==> src/rtl/riscv_pkg.sv <==
// Shared RV64I pipeline definitions: widths, ALUOp classes and the decoded control bundle.
package riscv_pkg;

  localparam int XLEN      = 64;
  localparam int REG_IDX_W = 5;

  typedef enum logic [1:0] {
    ALUOP_LDST   = 2'b00,
    ALUOP_BRANCH = 2'b01,
    ALUOP_RTYPE  = 2'b10,
    ALUOP_RSVD   = 2'b11
  } alu_op_e;

  typedef struct packed {
    logic    reg_write;
    logic    mem_read;
    logic    mem_write;
    logic    mem_to_reg;
    logic    branch;
    logic    alu_src;
    alu_op_e alu_op;
  } ctrl_t;

  // A bubble must never write state, touch memory or redirect the PC.
  localparam ctrl_t CTRL_BUBBLE = '{
    reg_write:  1'b0,
    mem_read:   1'b0,
    mem_write:  1'b0,
    mem_to_reg: 1'b0,
    branch:     1'b0,
    alu_src:    1'b0,
    alu_op:     ALUOP_LDST
  };

endpackage

==> src/rtl/hazard_detection_unit.sv <==
// Combinational load-use hazard detection; freezes PC and IF/ID on a stall or global hold.
module hazard_detection_unit
  import riscv_pkg::*;
(
  input  logic                 ex_valid,
  input  logic                 ex_mem_read,
  input  logic [REG_IDX_W-1:0] ex_rd,
  input  logic                 id_valid,
  input  logic [REG_IDX_W-1:0] id_rs1,
  input  logic [REG_IDX_W-1:0] id_rs2,
  input  logic                 hold,
  output logic                 stall,
  output logic                 pc_write,
  output logic                 if_id_write
);

  // Both sources are compared regardless of whether the instruction reads them.
  always_comb begin
    stall       = 1'b0;
    pc_write    = 1'b1;
    if_id_write = 1'b1;
    if (ex_valid && ex_mem_read && (ex_rd != 5'd0) && id_valid &&
        ((ex_rd == id_rs1) || (ex_rd == id_rs2))) begin
      stall = 1'b1;
    end else begin
      stall = 1'b0;
    end
    pc_write    = ~(stall | hold);
    if_id_write = ~(stall | hold);
  end

endmodule

==> src/rtl/id_ex_stage.sv <==
// ID/EX pipeline register with load-use bubble insertion and branch-flush squash.
// Optional HAZARD_STATS_EN adds free-running StallCount / FlushCount outputs.
module id_ex_stage
  import riscv_pkg::*;
(
  input  logic                 clk,
  input  logic                 reset,
  input  logic                 Hold,
  input  logic                 Flush,
  input  logic                 ID_Valid,
  input  logic [XLEN-1:0]      ID_PC,
  input  logic [REG_IDX_W-1:0] ID_RS1,
  input  logic [REG_IDX_W-1:0] ID_RS2,
  input  logic [REG_IDX_W-1:0] ID_Rd,
  input  logic [XLEN-1:0]      ID_ReadData1,
  input  logic [XLEN-1:0]      ID_ReadData2,
  input  logic [XLEN-1:0]      ID_Imm,
  input  logic [3:0]           ID_Funct4,
  input  logic                 ID_RegWrite,
  input  logic                 ID_MemRead,
  input  logic                 ID_MemWrite,
  input  logic                 ID_MemtoReg,
  input  logic                 ID_Branch,
  input  logic                 ID_ALUSrc,
  input  logic [1:0]           ID_ALUOp,
  output logic                 ID_EX_Valid,
  output logic [XLEN-1:0]      ID_EX_PC,
  output logic [REG_IDX_W-1:0] ID_EX_RS1,
  output logic [REG_IDX_W-1:0] ID_EX_RS2,
  output logic [REG_IDX_W-1:0] ID_EX_Rd,
  output logic [XLEN-1:0]      ID_EX_ReadData1,
  output logic [XLEN-1:0]      ID_EX_ReadData2,
  output logic [XLEN-1:0]      ID_EX_Imm,
  output logic [3:0]           ID_EX_Funct4,
  output logic                 ID_EX_RegWrite,
  output logic                 ID_EX_MemRead,
  output logic                 ID_EX_MemWrite,
  output logic                 ID_EX_MemtoReg,
  output logic                 ID_EX_Branch,
  output logic                 ID_EX_ALUSrc,
  output logic [1:0]           ID_EX_ALUOp,
  output logic                 PCWrite,
  output logic                 IF_ID_Write,
  output logic                 Stall
`ifdef HAZARD_STATS_EN
  ,
  output logic [31:0]          StallCount,
  output logic [31:0]          FlushCount
`endif
);

  logic                 valid_r;
  logic [XLEN-1:0]      pc_r;
  logic [REG_IDX_W-1:0] rs1_r;
  logic [REG_IDX_W-1:0] rs2_r;
  logic [REG_IDX_W-1:0] rd_r;
  logic [XLEN-1:0]      rdata1_r;
  logic [XLEN-1:0]      rdata2_r;
  logic [XLEN-1:0]      imm_r;
  logic [3:0]           funct4_r;
  ctrl_t                ctrl_r;
  ctrl_t                ctrl_in_s;
  logic                 stall_s;
  logic                 bubble_s;

  hazard_detection_unit u_hdu (
    .ex_valid    (valid_r),
    .ex_mem_read (ctrl_r.mem_read),
    .ex_rd       (rd_r),
    .id_valid    (ID_Valid),
    .id_rs1      (ID_RS1),
    .id_rs2      (ID_RS2),
    .hold        (Hold),
    .stall       (stall_s),
    .pc_write    (PCWrite),
    .if_id_write (IF_ID_Write)
  );

  // Incoming control is squashed for an empty ID slot so it behaves like a bubble.
  always_comb begin
    ctrl_in_s = CTRL_BUBBLE;
    bubble_s  = Flush | stall_s;
    if (ID_Valid) begin
      ctrl_in_s.reg_write  = ID_RegWrite;
      ctrl_in_s.mem_read   = ID_MemRead;
      ctrl_in_s.mem_write  = ID_MemWrite;
      ctrl_in_s.mem_to_reg = ID_MemtoReg;
      ctrl_in_s.branch     = ID_Branch;
      ctrl_in_s.alu_src    = ID_ALUSrc;
      ctrl_in_s.alu_op     = alu_op_e'(ID_ALUOp);
    end else begin
      ctrl_in_s = CTRL_BUBBLE;
    end
  end

  // Pipeline register: reset, then hold, then bubble, then capture.
  always_ff @(posedge clk) begin
    if (reset || (!Hold && bubble_s)) begin
      valid_r  <= 1'b0;
      pc_r     <= '0;
      rs1_r    <= '0;
      rs2_r    <= '0;
      rd_r     <= '0;
      rdata1_r <= '0;
      rdata2_r <= '0;
      imm_r    <= '0;
      funct4_r <= 4'd0;
      ctrl_r   <= CTRL_BUBBLE;
    end else if (!Hold) begin
      valid_r  <= ID_Valid;
      pc_r     <= ID_PC;
      rs1_r    <= ID_RS1;
      rs2_r    <= ID_RS2;
      rd_r     <= ID_Rd;
      rdata1_r <= ID_ReadData1;
      rdata2_r <= ID_ReadData2;
      imm_r    <= ID_Imm;
      funct4_r <= ID_Funct4;
      ctrl_r   <= ctrl_in_s;
    end else begin
      valid_r  <= valid_r;
      ctrl_r   <= ctrl_r;
    end
  end

`ifdef HAZARD_STATS_EN
  logic [31:0] stall_count_r;
  logic [31:0] flush_count_r;

  // Flush wins attribution when both causes coincide.
  always_ff @(posedge clk) begin
    if (reset) begin
      stall_count_r <= 32'd0;
      flush_count_r <= 32'd0;
    end else if (!Hold && Flush) begin
      flush_count_r <= flush_count_r + 32'd1;
    end else if (!Hold && stall_s) begin
      stall_count_r <= stall_count_r + 32'd1;
    end else begin
      stall_count_r <= stall_count_r;
    end
  end

  assign StallCount = stall_count_r;
  assign FlushCount = flush_count_r;
`endif

  assign Stall           = stall_s;
  assign ID_EX_Valid     = valid_r;
  assign ID_EX_PC        = pc_r;
  assign ID_EX_RS1       = rs1_r;
  assign ID_EX_RS2       = rs2_r;
  assign ID_EX_Rd        = rd_r;
  assign ID_EX_ReadData1 = rdata1_r;
  assign ID_EX_ReadData2 = rdata2_r;
  assign ID_EX_Imm       = imm_r;
  assign ID_EX_Funct4    = funct4_r;
  assign ID_EX_RegWrite  = ctrl_r.reg_write;
  assign ID_EX_MemRead   = ctrl_r.mem_read;
  assign ID_EX_MemWrite  = ctrl_r.mem_write;
  assign ID_EX_MemtoReg  = ctrl_r.mem_to_reg;
  assign ID_EX_Branch    = ctrl_r.branch;
  assign ID_EX_ALUSrc    = ctrl_r.alu_src;
  assign ID_EX_ALUOp     = ctrl_r.alu_op;

endmodule

==> config.mk <==
export PLATFORM = sky130hd
export DESIGN_NAME = id_ex_stage
export DESIGN_NICKNAME = d
export VERILOG_FILES = /design/src/rtl/riscv_pkg.sv /design/src/rtl/hazard_detection_unit.sv /design/src/rtl/id_ex_stage.sv
export SDC_FILE = /design/constraint.sdc
export NUM_CORES = 1
export LEC_CHECK = 0
export ABC_AREA = 1
export ABC_CLOCK_PERIOD_IN_PS = 2000
export CAP_MARGIN = 0
export CORE_AREA = 2 2 222 224
export DETAILED_ROUTE_END_ITERATION = 6
export DIE_AREA = 0 0 224 226
export PLACE_DENSITY = 0.5
export SETUP_SLACK_MARGIN = 0.1
export SYNTH_ARGS = -nofsm -noshare
export SYNTH_HDL_FRONTEND = slang
export SYNTH_SLANG_ARGS = --single-unit
==> constraint.sdc <==
create_clock -name clk -period 2 [get_ports clk]
set_clock_uncertainty 0.15 [all_clocks]
set_input_delay 0.4 -clock clk [delete_from_list [all_inputs] [get_ports clk]]
set_output_delay 0.4 -clock clk [all_outputs]
set_load 0.01 [all_outputs]
After elaboration in Yosys (flattened, before gate mapping)

Cells that the tools add are included.

Flip-flop bits (word level): 284
Bits of input ports: 288
Output and inout bits: 287
Word-level logic and storage cells: 32

Equal/unequal tests: 2
Multiplexer cells: 2
Bitwise logic cells: 3
Reductions and logical operators: 9

Operators by type and width:

| kind                | count |
|---|---|
| 5-bit equality test | 2 |
| 8-bit two-way mux   | 1 |
| 1-bit logical AND   | 5 |
| 5-bit nonzero test  | 1 |
| 1-bit logical OR    | 2 |
| 1-bit bitwise OR    | 2 |
| 1-bit logical NOT   | 1 |
| 1-bit two-way mux   | 1 |
| 1-bit inverter      | 1 |

Logic depth before layout (Yosys ltp)

Word-level depth: 8
Mapped depth: 13
Depth with buffers taken out: 11

Hierarchy

Synthesis repeated with hierarchy kept, for this count alone.

Cells, all modules: 1588
Area, all modules: 11944.0 um2

Modules (own cells, without submodules):

| module                | instances | cells each | area each (um2) | sequential area each (um2) |
|---|---|---|---|---|
| id_ex_stage           | 1         | 1533       | 11690.0         | 5685.5 |
| hazard_detection_unit | 1         | 55         | 254.0           | 0.0 |

Worst setup path before layout

OpenSTA, ideal clock, no wires.

Kind: input port to output port
Start: input Hold
End: output PCWrite
Arrival time: 1309 ps
Required time: 1450 ps
Setup slack: 141 ps
Stages: 5
Path buffers: 4
Cells stage by stage: clkbuf_1 buf_2 clkbuf_1 nor2_1 buf_4

Cells in the longest elaborated chain, start to end: 2

Ends and longest elaborated chain:

| element            | RTL line          | source |
|---|---|---|
| start: declaration | id_ex_stage.sv:8  | `input logic Hold,` |
| 1-bit bitwise OR   | n/a               |  |
| 1-bit inverter     | n/a               |  |
| end: declaration   | id_ex_stage.sv:42 | `output logic PCWrite,` |

No other way between the ends.

Worst setup path in the final report

Start: register rd_r[4] (netlist: ID_EX_Rd[4])
End: output IF_ID_Write

Cells in the longest elaborated chain, start to end: 7
Elaborated cells between the ends (all ways): 10
Those cells by class: eq/ne (2); mux (1); bitwise (2); reduce/logical (5)

Ends and longest elaborated chain:

| element                        | RTL line                    | source |
|---|---|---|
| start: declaration             | id_ex_stage.sv:56           | `logic [REG_IDX_W-1:0] rd_r;` |
| start signal: assignment       | id_ex_stage.sv:114          | `rd_r <= ID_Rd;` |
| 5-bit nonzero test             | hazard_detection_unit.sv:22 | `if (ex_valid && ex_mem_read && (ex_rd != 5'd0) && id_valid &&` |
| 1-bit logical AND (2 in a row) | hazard_detection_unit.sv:22 |  |
| 1-bit logical AND *            | hazard_detection_unit.sv:22 |  |
| 1-bit two-way mux *            | hazard_detection_unit.sv:22 |  |
| 1-bit bitwise OR *             | hazard_detection_unit.sv:29 | `if_id_write = ~(stall \| hold);` |
| 1-bit inverter *               | hazard_detection_unit.sv:29 |  |
| end: declaration               | id_ex_stage.sv:43           | `output logic IF_ID_Write,` |

Mark *: on every way between the ends. The rest lies on a longest branch, timed or not.

==> reports/qor.txt <==
initial antenna violation count = 1
Layout Cells excl Fill = 2282
Final nets = 1922
Rel. slew slack = 48.6%
TritonCTS Buffers = 36
die extent in x = 224 µm
Initial Utilization = 21.3%
Detailed Place HPWL = 30.0 mm
commonest non-fill, non-tap cells in the layout = clkdlybuf4s50_1, nor2_1, dfxtp_1
CTS tree = done
commonest non-fill, non-tap cell in the layout = clkdlybuf4s50_1
hold crit path type = input port to register
failing checks = negative setup slack
CP arrival = 1.83 ns
Final setup viols = 323
clock tree sinks = 284
Final min period = 2.38 ns
Top delay family on crit path = simple AND/OR/NAND/NOR gates
routed wire length = 41.2 mm
die span in y = 226 µm
clk root buf = clkbuf_16
largest net degree at the start of global routing = 103
total power = 15.1 mW
reg2reg path depth = 17
max-slew violations = 0
Worst Hold End = ID_EX_Valid
P_leak = 8.15 nW
critical path capture point type = output pin
Crit path buffers/inverters = 4
first-pass GRT wire length = 59.1 mm
IO Count = 575
Filler cells = 4822
Max Fclk = 0.420 GHz
per-cell routed wire length = 18.1 µm
PwrDens = 790 nW/µm²
die footprint = 50600 µm²
CP peak stage delay = 0.38 ns
Worst EP required = 1.45 ns
number of warnings issued by yosys = 0
synthesized area = 10300 µm²
Routed Antenna Nets = 0
share of cells above drive strength 1 = 10.8%
reg2reg end = ID_EX_PC[10]
# hold bufs at CTS = 0
setup repair after global routing missed its margin = yes
placed insts = 2175
status = complete, but fails checks
Rows = 81
Max-Cap Viols = 0
post-layout util = 39.6%
dominant cell type by area after synthesis = dfxtp_1
GPL Wtd Cong = 0.747
critical path start-end classification = register to output pin
Max FO, Critical Path = 3
first-pass detailed-route iteration total = 4
Post-Syn Instances = 990
top post-synthesis cells by area = dfxtp_1, mux2i_1, nor2_1
Fin. Hold Viols = 0
vias in the first global route = 9242
Final Cycle Share = 119%
Reg area = 5690 µm²
register area share after synthesis = 55.3%
worst hold stages = 4
clk_lat worst skew = 0.54 ns
global route overflow = 0
cells along the critical path = buf_6, inv_4, nand2_2, nand2_2, nor2_4, nand3_2, nand2_4, nand2_4, inv_4, nor2_4, buf_6
CTS max path bufs = 3
CTS H-tree lvls = 2
vias per cell = 4.01
clk slew on worst S/H paths = 0.06 ns
all-layer global routing usage = 15.5%
CP max stage cell = dfxtp_4
post-synth top area share = 55.3%
Core Region = 48300 µm²
1st-iter DRT viols = 255
Critical R2R Launch = ID_EX_Rd[4]
Port-buffer cells = 574
syn avg cell area = 10.4 µm²
Tightest Pin Transition = 0.772 ns
DR vias = 9157
Worst Setup Start Kind = register
Synth Net Count = 1278
Final Worst Setup Slack = -0.379 ns
Worst VDD drop = 0.000481 V
area growth from synthesis to layout = 86.3%
hold path startpoint = Hold
register-to-register setup slack = -0.34 ns
register bit total from synthesis = 284
Multi-input gate area = 4120 µm²
number of remaining DRC errors = 0
synth unique cells = 17
-- sequential cells by signal, indices dropped and copies added (netlist names) --
| name | count |
|---|---|
| ID_EX_ALUOp | 2 |
| ID_EX_ALUSrc | 1 |
| ID_EX_Branch | 1 |
| ID_EX_Funct4 | 4 |
| ID_EX_Imm | 64 |
| ID_EX_MemRead | 1 |
| ID_EX_MemWrite | 1 |
| ID_EX_MemtoReg | 1 |
| ID_EX_PC | 64 |
| ID_EX_RS1 | 5 |
| ID_EX_RS2 | 5 |
| ID_EX_Rd | 5 |
| ID_EX_ReadData1 | 64 |
| ID_EX_ReadData2 | 64 |
| ID_EX_RegWrite | 1 |
| ID_EX_Valid | 1 |
-- power breakdown --
group          leakage, nW  switching (mW)  internal (mW)
Clock                0.574            2.53           3.88
Combinational         5.25           0.984           1.65
Sequential            2.33           0.152           5.95
-- cell families (layout without fill, tap and decap cells) --
logic type,after synthesis,count (layout),share of synthesized area (%)
buf+inv,84,753,5.35
simple gates,336,336,12.4
compound gates,21,21,1.22
mux,263,263,25.6
flops,284,284,55.3
xor+xnor,2,2,0.170
other cells,0,1,0
-- how the worst max path moves through the flow --
stage / start / slack [ns] / to / cells past startpoint
3_5_place_dp: ID_RS1[4] / -0.94 / IF_ID_Write / 11
4_1_cts: ID_EX_Rd[4] / -0.48 / IF_ID_Write / 11
5_1_grt: ID_EX_Rd[4] / -0.50 / IF_ID_Write / 11
6_report: ID_EX_Rd[4] / -0.38 / IF_ID_Write / 11
3_3_place_gp: ID_RS1[4] / -0.93 / IF_ID_Write / 11
2_1_floorplan: Hold / 0.14 / PCWrite / 5
-- synth_stat cells --
library cell	instances
buf_2	29
xnor2_1	2
nand2_2	1
inv_1	18
nand4_1	2
dfxtp_1	284
clkbuf_1	6
buf_4	7
nand2_1	38
inv_2	1
o21ai_0	12
mux2i_1	263
buf_6	23
nand3_1	2
nor2_1	293
a21oi_1	1
a22oi_1	8
-- timing repair --
action	4_1_cts	5_1_grt
cloned	18	6
resized for setup	48	18
pin swaps	7	15
buffers inserted	14	5
setup endpoints to repair	571	571
hold endpoints to repair	0	0
-- final cells by class --
cell class                      count  share of cell area, %
Tap cell                          622                   4.06
Clock inverter                     11                  0.588
Inverter                           19                  0.399
Clock buffer                       52                   5.44
Sequential cell                   284                   29.7
Antenna cell                        1                 0.0131
Timing Repair Buffer              671                   38.2
Multi-Input combinational cell    622                   21.5
-- through the flow --
stage	setup slack (ns)	cell area [µm²]	TNS [ns]	hold WS [ns]
after detailed placement	-0.939	17000	-229.21	0.350
after floorplan	0.141	10300	0	0.394
after global routing	-0.501	19100	-125.97	0.284
final	-0.379	19200	-74.11	0.274
after CTS	-0.483	18900	-102.28	0.231
after global placement	-0.929	17000	-229.23	0.336
-- per-layer routing --
| layer | wire length, µm | up-vias | GRT usage (%) |
|---|---|---|---|
| met3 | 3430 | 50 | 5.83 |
| met2 | 20300 | 311 | 26.7 |
| li1 | - | 4554 | - |
| met5 | 0 | - | 0 |
| met1 | 16800 | 4242 | 18.0 |
| met4 | 741 | 0 | 3.89 |
-- worst register-to-register path, delay by kind of cell, from the launching register on --
kind                   cells  cell delay (ns)
buffers and inverters      7             0.88
and+or+nand+nor           10             0.82
DFF                        1             0.38
(Power assumes the default switching activity.)
